`config.mk`:
```
export PLATFORM = sky130hd
export DESIGN_NAME = servo_gen_flat
export DESIGN_NICKNAME = d
export VERILOG_FILES = /design/src/rtl/servo_gen_if.sv /design/src/rtl/servo_gen.sv /design/src/flat_wrapper.sv
export SDC_FILE = /design/constraint.sdc
export NUM_CORES = 1
export LEC_CHECK = 0
export BUFFER_PORTS_ARGS = -buffer_cell sky130_fd_sc_hd__buf_2
export CORE_MARGIN = 4
export CORE_UTILIZATION = 57
export CTS_BUF_LIST = sky130_fd_sc_hd__clkbuf_8
export DETAILED_ROUTE_END_ITERATION = 12
export PLACE_DENSITY = 0.88
export SYNTH_ARGS = -nofsm -noshare
export SYNTH_HDL_FRONTEND = slang
export SYNTH_SLANG_ARGS = --single-unit
```
`constraint.sdc`:
```
create_clock -name Clk -period 3.6 [get_ports Clk]
set_clock_uncertainty 0.2 [all_clocks]
set_input_delay 0.54 -clock Clk [delete_from_list [all_inputs] [get_ports Clk]]
set_output_delay 0.54 -clock Clk [all_outputs]
set_load 0.1 [all_outputs]
```
`src/rtl/servo_gen_if.sv`:
```
// Primary-bus connection for the servo generator: address, strobes, write
// data and the OR-able read-data return path.
interface servo_gen_if;
    logic [23:0] Addr;
    logic        Rd;
    logic        Wr;
    logic [15:0] DataWr;
    logic [15:0] SecDataRd;

    modport master (output Addr, Rd, Wr, DataWr, input SecDataRd);
    modport slave  (input Addr, Rd, Wr, DataWr, output SecDataRd);
endinterface

```
`src/rtl/servo_gen.sv`:
```
// Four-channel servo pulse generator. A prescaler produces a tick every
// PRESCALE clocks; a frame counter counts FRAME ticks. Each channel drives its
// output high while enabled and the frame position is below its active width.
// Widths are written into shadows and only take effect at the next frame start.
module servo_gen #(
    parameter logic [23:0] BASE_ADDR = 24'h000040,
    parameter int          PRESCALE  = 50,
    parameter int          FRAME     = 20000
) (
    input  logic         Clk,
    input  logic         Reset,
    servo_gen_if.slave   bus,
    output logic [3:0]   Servo
);
    localparam int              NUM_CH     = 4;
    localparam int              PW         = (PRESCALE > 1) ? $clog2(PRESCALE) : 1;
    localparam logic [PW-1:0]   PRE_LAST   = PW'(PRESCALE - 1);
    localparam logic [15:0]     FRAME_LAST = 16'(FRAME - 1);

    logic                         sel;
    logic [2:0]                   idx;
    logic                         wr_en;
    logic                         tick;
    logic                         fstart;
    logic [PW-1:0]                pre_q, pre_d;
    logic [15:0]                  fcnt_q, fcnt_d;
    logic [15:0]                  framecnt_q, framecnt_d;
    logic [NUM_CH-1:0]            ctrl_q, ctrl_d;
    logic [NUM_CH-1:0][15:0]      shadow_q, shadow_d;
    logic [NUM_CH-1:0][15:0]      act_q, act_d;
    logic [NUM_CH-1:0]            servo_q, servo_d;
    logic [15:0]                  rd_val;

    assign sel   = (bus.Addr[23:4] == BASE_ADDR[23:4]);
    assign idx   = bus.Addr[3:1];
    assign wr_en = bus.Wr & sel;

    // Prescaler, frame position and frame-start counter
    always_comb begin
        tick       = (pre_q == PRE_LAST);
        pre_d      = tick ? '0 : pre_q + 1'b1;
        fstart     = tick && (fcnt_q == FRAME_LAST);
        fcnt_d     = fcnt_q;
        if (tick) fcnt_d = fstart ? 16'd0 : fcnt_q + 16'd1;
        framecnt_d = fstart ? framecnt_q + 16'd1 : framecnt_q;
    end

    // Register writes; FRAMECNT and reserved indices ignore writes
    always_comb begin
        ctrl_d   = ctrl_q;
        shadow_d = shadow_q;
        if (wr_en) begin
            case (idx)
                3'd0:                   ctrl_d = bus.DataWr[NUM_CH-1:0];
                3'd1, 3'd2, 3'd3, 3'd4: shadow_d[2'(idx - 3'd1)] = bus.DataWr;
                default: ;
            endcase
        end
    end

    // Per-channel: the active width latches the pre-write shadow at frame
    // start (so a coinciding write waits a frame), clamped to keep one low
    // tick. The output is computed from next-state values so an enable
    // change shows on the very next edge.
    for (genvar g = 0; g < NUM_CH; g++) begin : g_ch
        assign act_d[g]   = fstart ? ((shadow_q[g] > FRAME_LAST) ? FRAME_LAST : shadow_q[g])
                                   : act_q[g];
        assign servo_d[g] = ctrl_d[g] & (fcnt_d < act_d[g]);
    end

    // Combinational readback, zero when not selected so secondaries can be ORed
    always_comb begin
        rd_val = 16'h0000;
        case (idx)
            3'd0:                   rd_val = {{(16-NUM_CH){1'b0}}, ctrl_q};
            3'd1, 3'd2, 3'd3, 3'd4: rd_val = shadow_q[2'(idx - 3'd1)];
            3'd5:                   rd_val = framecnt_q;
            default:                rd_val = 16'h0000;
        endcase
        bus.SecDataRd = (bus.Rd && sel) ? rd_val : 16'h0000;
    end

    // State registers; reset wins over a simultaneous write
    always_ff @(posedge Clk) begin
        if (Reset) begin
            pre_q      <= '0;
            fcnt_q     <= '0;
            framecnt_q <= '0;
            ctrl_q     <= '0;
            shadow_q   <= '0;
            act_q      <= '0;
            servo_q    <= '0;
        end else begin
            pre_q      <= pre_d;
            fcnt_q     <= fcnt_d;
            framecnt_q <= framecnt_d;
            ctrl_q     <= ctrl_d;
            shadow_q   <= shadow_d;
            act_q      <= act_d;
            servo_q    <= servo_d;
        end
    end

    assign Servo = servo_q;
endmodule

```
`src/flat_wrapper.sv`:
```
// flat-port wrapper written by rule: the top's interface ports become plain ports
module servo_gen_flat 
#(
    parameter logic [23:0] BASE_ADDR = 24'h000040,
    parameter int          PRESCALE  = 50,
    parameter int          FRAME     = 20000
)
  (Clk, Reset, Servo, bus_Addr, bus_Rd, bus_Wr, bus_DataWr, bus_SecDataRd);
  servo_gen_if bus_i ();
  input  logic Clk;
  input  logic Reset;
  output logic [3:0] Servo;
  input wire logic [$bits(bus_i.Addr)-1:0] bus_Addr;
  input wire logic [$bits(bus_i.Rd)-1:0] bus_Rd;
  input wire logic [$bits(bus_i.Wr)-1:0] bus_Wr;
  input wire logic [$bits(bus_i.DataWr)-1:0] bus_DataWr;
  output wire logic [$bits(bus_i.SecDataRd)-1:0] bus_SecDataRd;
  assign bus_i.Addr = bus_Addr;
  assign bus_i.Rd = bus_Rd;
  assign bus_i.Wr = bus_Wr;
  assign bus_i.DataWr = bus_DataWr;
  assign bus_SecDataRd = bus_i.SecDataRd;
  servo_gen #(.BASE_ADDR(BASE_ADDR), .PRESCALE(PRESCALE), .FRAME(FRAME)) u_core (.Clk(Clk), .Reset(Reset), .bus(bus_i), .Servo(Servo));
endmodule
```
==> qor.txt <==
status = complete, no violations
Hold Fails Final Rpt = 0
via/cell ratio = 6.47
GR Util All Layers = 29.4%
Core Area = 15400 µm²
initial core utilization = 59.1%
clk buf depth = 2
DRT Pass-1 Iters = 6
Req. time, crit path = 3830 ps
layout net count = 1265
PwrDens = 321 nW/µm²
Root Buffer = clkbuf_8
register clock-pin slew on the reported worst setup and hold paths = 100 ps
commonest non-fill, non-tap cells in the layout = dfxtp_1 (171), nand2_1 (170), a21oi_1 (112)
RePlAce Congestion = 0.957
ys flop type = dfxtp_1
Die Width = 134 µm
initial antenna violation count = 0
latest clock arrival within the worst-skew pair = 480 ps
routed vias = 8897
compound-gate portion of the synthesized area = 16.5%
Remaining DRCs = 0
Comb pwr share = 4.0%
first-pass GRT wire length = 42.2 mm
PortBufs = 62
max-slew violation count = 0
synth unique cells = 62
Net Sw Power = 886 µW
worst slew pin tran = 882 ps
fin crit share = 99.5%
Die ar. = 18100 µm²
fillers = 1201
Final WS setup = 17.3 ps
Mapped Nets = 1194
EDFF count, synth = 0
commonest non-fill, non-tap cell in the layout = dfxtp_1
DR WL/cell = 20.0 µm
Worst Setup SP = u_core.fcnt_q[1]
Synth Instances = 1080
Synth area leader = dfxtp_1
Finished Layout Cells = 1375
Antenna Nets Post-Route = 0
Cells after DPL = 1328
Pleak = 4.01 nW
Crit Reg-Reg Startpoint = u_core.fcnt_q[1]
Clk pwr share = 39.0%
max_slew headroom = 41.1%
min Tclk post-route = 3580 ps
Die Ht = 134 µm
Post-Synth Adder-Cell Area = 9.61%
Net Sw Frac = 26.2%
row count = 45
hold_sp = bus_DataWr[15]
worst-path maximum fanout = 5
Tightest Hold Check Type = input port to flip-flop
Max VDD drop = 0.000304 V
max_cap viols = 0
Synth Area in XOR/XNOR = 2.31%
critical path class = flip-flop to flip-flop
#FFs+latches synth = 174
CTS sink cnt = 174
Setup crit end kind = flip-flop
number of global-route vias before repair = 8207
Final Core Density = 68.2%
sequential fraction of design power = 57.0%
Setup TNS = 0 ps
CP Launch Type = flip-flop
ys async rst share = 0%
highest clock rate = 279 MHz
mux cell area share after synthesis = 4.50%
Final setup viols = 0
Post-CTS Hold Buffers = 0
layout cells sized above 1 = 19.0%
Seq/Total Area, Yosys = 38.2%
Placement Setup Slack = -119 ps
io pins = 64
n_diodes = 0
area of the multi-input gates = 5440 µm²
top post-synthesis cells by area = dfxtp_1 (38%), ha_1 (9.6%), nand2_1 (7.0%), a21oi_1 (6.5%), nor2_1 (4.6%)
main combinational cell family by area after synthesis = simple AND/OR/NAND/NOR gates
Simple-Gate Fraction of Synth Area = 24.4%
Ys Warns = 0
1st-iter DRT viols = 1078
Synth Area per Inst = 8.44 µm²
Data arrival, critical path = 3810 ps
Pint = 2.49 mW
H-tree depth = 4
final wirelength = 27.5 mm
Synth top area share = 38.2%
mapped cell area = 9120 µm²
largest net degree at the start of global routing = 58
CTS tree = built
Area Growth Syn to Fin = 15.5%
Post-DP HPWL = 19.6 mm
Num CTS Buffers = 17
RSZ-0062 raised after global routing = yes
GRT overflow = 0
FF/Latch Area = 3490 µm²
cell families (layout without fill, tap and decap cells):
family | count (synthesis) | after routing
flops | 174 | 174
simple gates | 444 | 444
buf+inv | 96 | 180
fa+ha+maj | 70 | 70
xor+xnor | 24 | 24
mux | 21 | 21
compound gates | 251 | 251
power groups by stage:
stage / Clock, mW / Combinational, mW / Sequential [mW]
detailed placement: 0 / 0.131 / 1.97
CTS: 1.32 / 0.132 / 1.93
global route: 1.40 / 0.145 / 1.93
finish: 1.32 / 0.134 / 1.93
floorplan: 0 / 0.0760 / 1.97
global placement: 0 / 0.129 / 1.97
worst paths after layout:
check                         to  slack, ps  cells past startpoint
max              u_core.Servo[2]         20                     14
min          u_core.shadow_q[31]        130                      3
max reg2reg      u_core.Servo[2]         20                     14
min reg2reg     u_core.act_q[63]        260                      2
synthesized netlist by cell type, drive strengths merged (11+ instances only):
| cell | number |
|---|---|
| dfxtp | 174 |
| nand2 | 170 |
| a21oi | 119 |
| nor2 | 113 |
| ha | 70 |
| o21ai | 51 |
| clkbuf | 42 |
| buf | 27 |
| inv | 27 |
| nor4 | 27 |
| nand4 | 26 |
| and4 | 19 |
| a22oi | 18 |
| or4 | 18 |
| xnor2 | 17 |
| mux4 | 16 |
| nand3 | 13 |
| nor3 | 13 |
| a21o | 11 |
critical path: stages (launching register included):
cell and delay [ps]:
dfxtp_1 370, ha_1 230, and3_1 200, nand4_1 110, buf_4 200, nor4_1 430, o21ai_0 260, buf_4 210
ha_1 200, a211oi_1 220, o21ai_0 120, a31oi_1 240, o21bai_2 120, a2111oi_2 240, buf_4 190
cell type report:
type / count / area share (%)
Multi-Input combinational cell: 810 / 51.7
Tap cell: 211 / 2.51
Timing Repair Buffer: 121 / 8.18
Clock inverter: 14 / 1.18
Clock buffer: 18 / 2.35
Sequential cell: 174 / 33.1
Inverter: 27 / 0.963
what timing repair did:
item	CTS	global route
endpoints found under the hold margin	0	0
resized for setup	4	29
gates cloned	0	2
pin swaps	2	9
setup endpoints to repair	3	4
setup buffers	0	13
metrics by stage:
step | power [mW] | hold slack, ps | instance area, µm²
final | 3.38 | 126 | 10500
after floorplan | 2.05 | 224 | 9280
after global routing | 3.48 | 112 | 10500
after CTS | 3.38 | 111 | 10300
after detailed placement | 2.10 | 239 | 9910
after global placement | 2.10 | 235 | 9910
routing by layer:
layer / up-vias / wire length [µm] / global-route usage [%]
met3: 166 / 2660 / 6.63
met5: - / 0 / 0
met1: 4153 / 10400 / 36.9
met2: 551 / 12600 / 48.4
met4: 0 / 1780 / 13.6
li1: 4027 / - / -
state kept, by name, indices dropped and copies added, names as in the netlist:
| name | cells |
|---|---|
| u_core.framecnt_q | 16 |
| u_core.shadow_q | 64 |
| u_core.Servo | 4 |
| u_core.ctrl_q | 4 |
| u_core.fcnt_q | 16 |
| u_core.pre_q | 6 |
| u_core.act_q | 64 |
(Power assumes the default switching activity.)
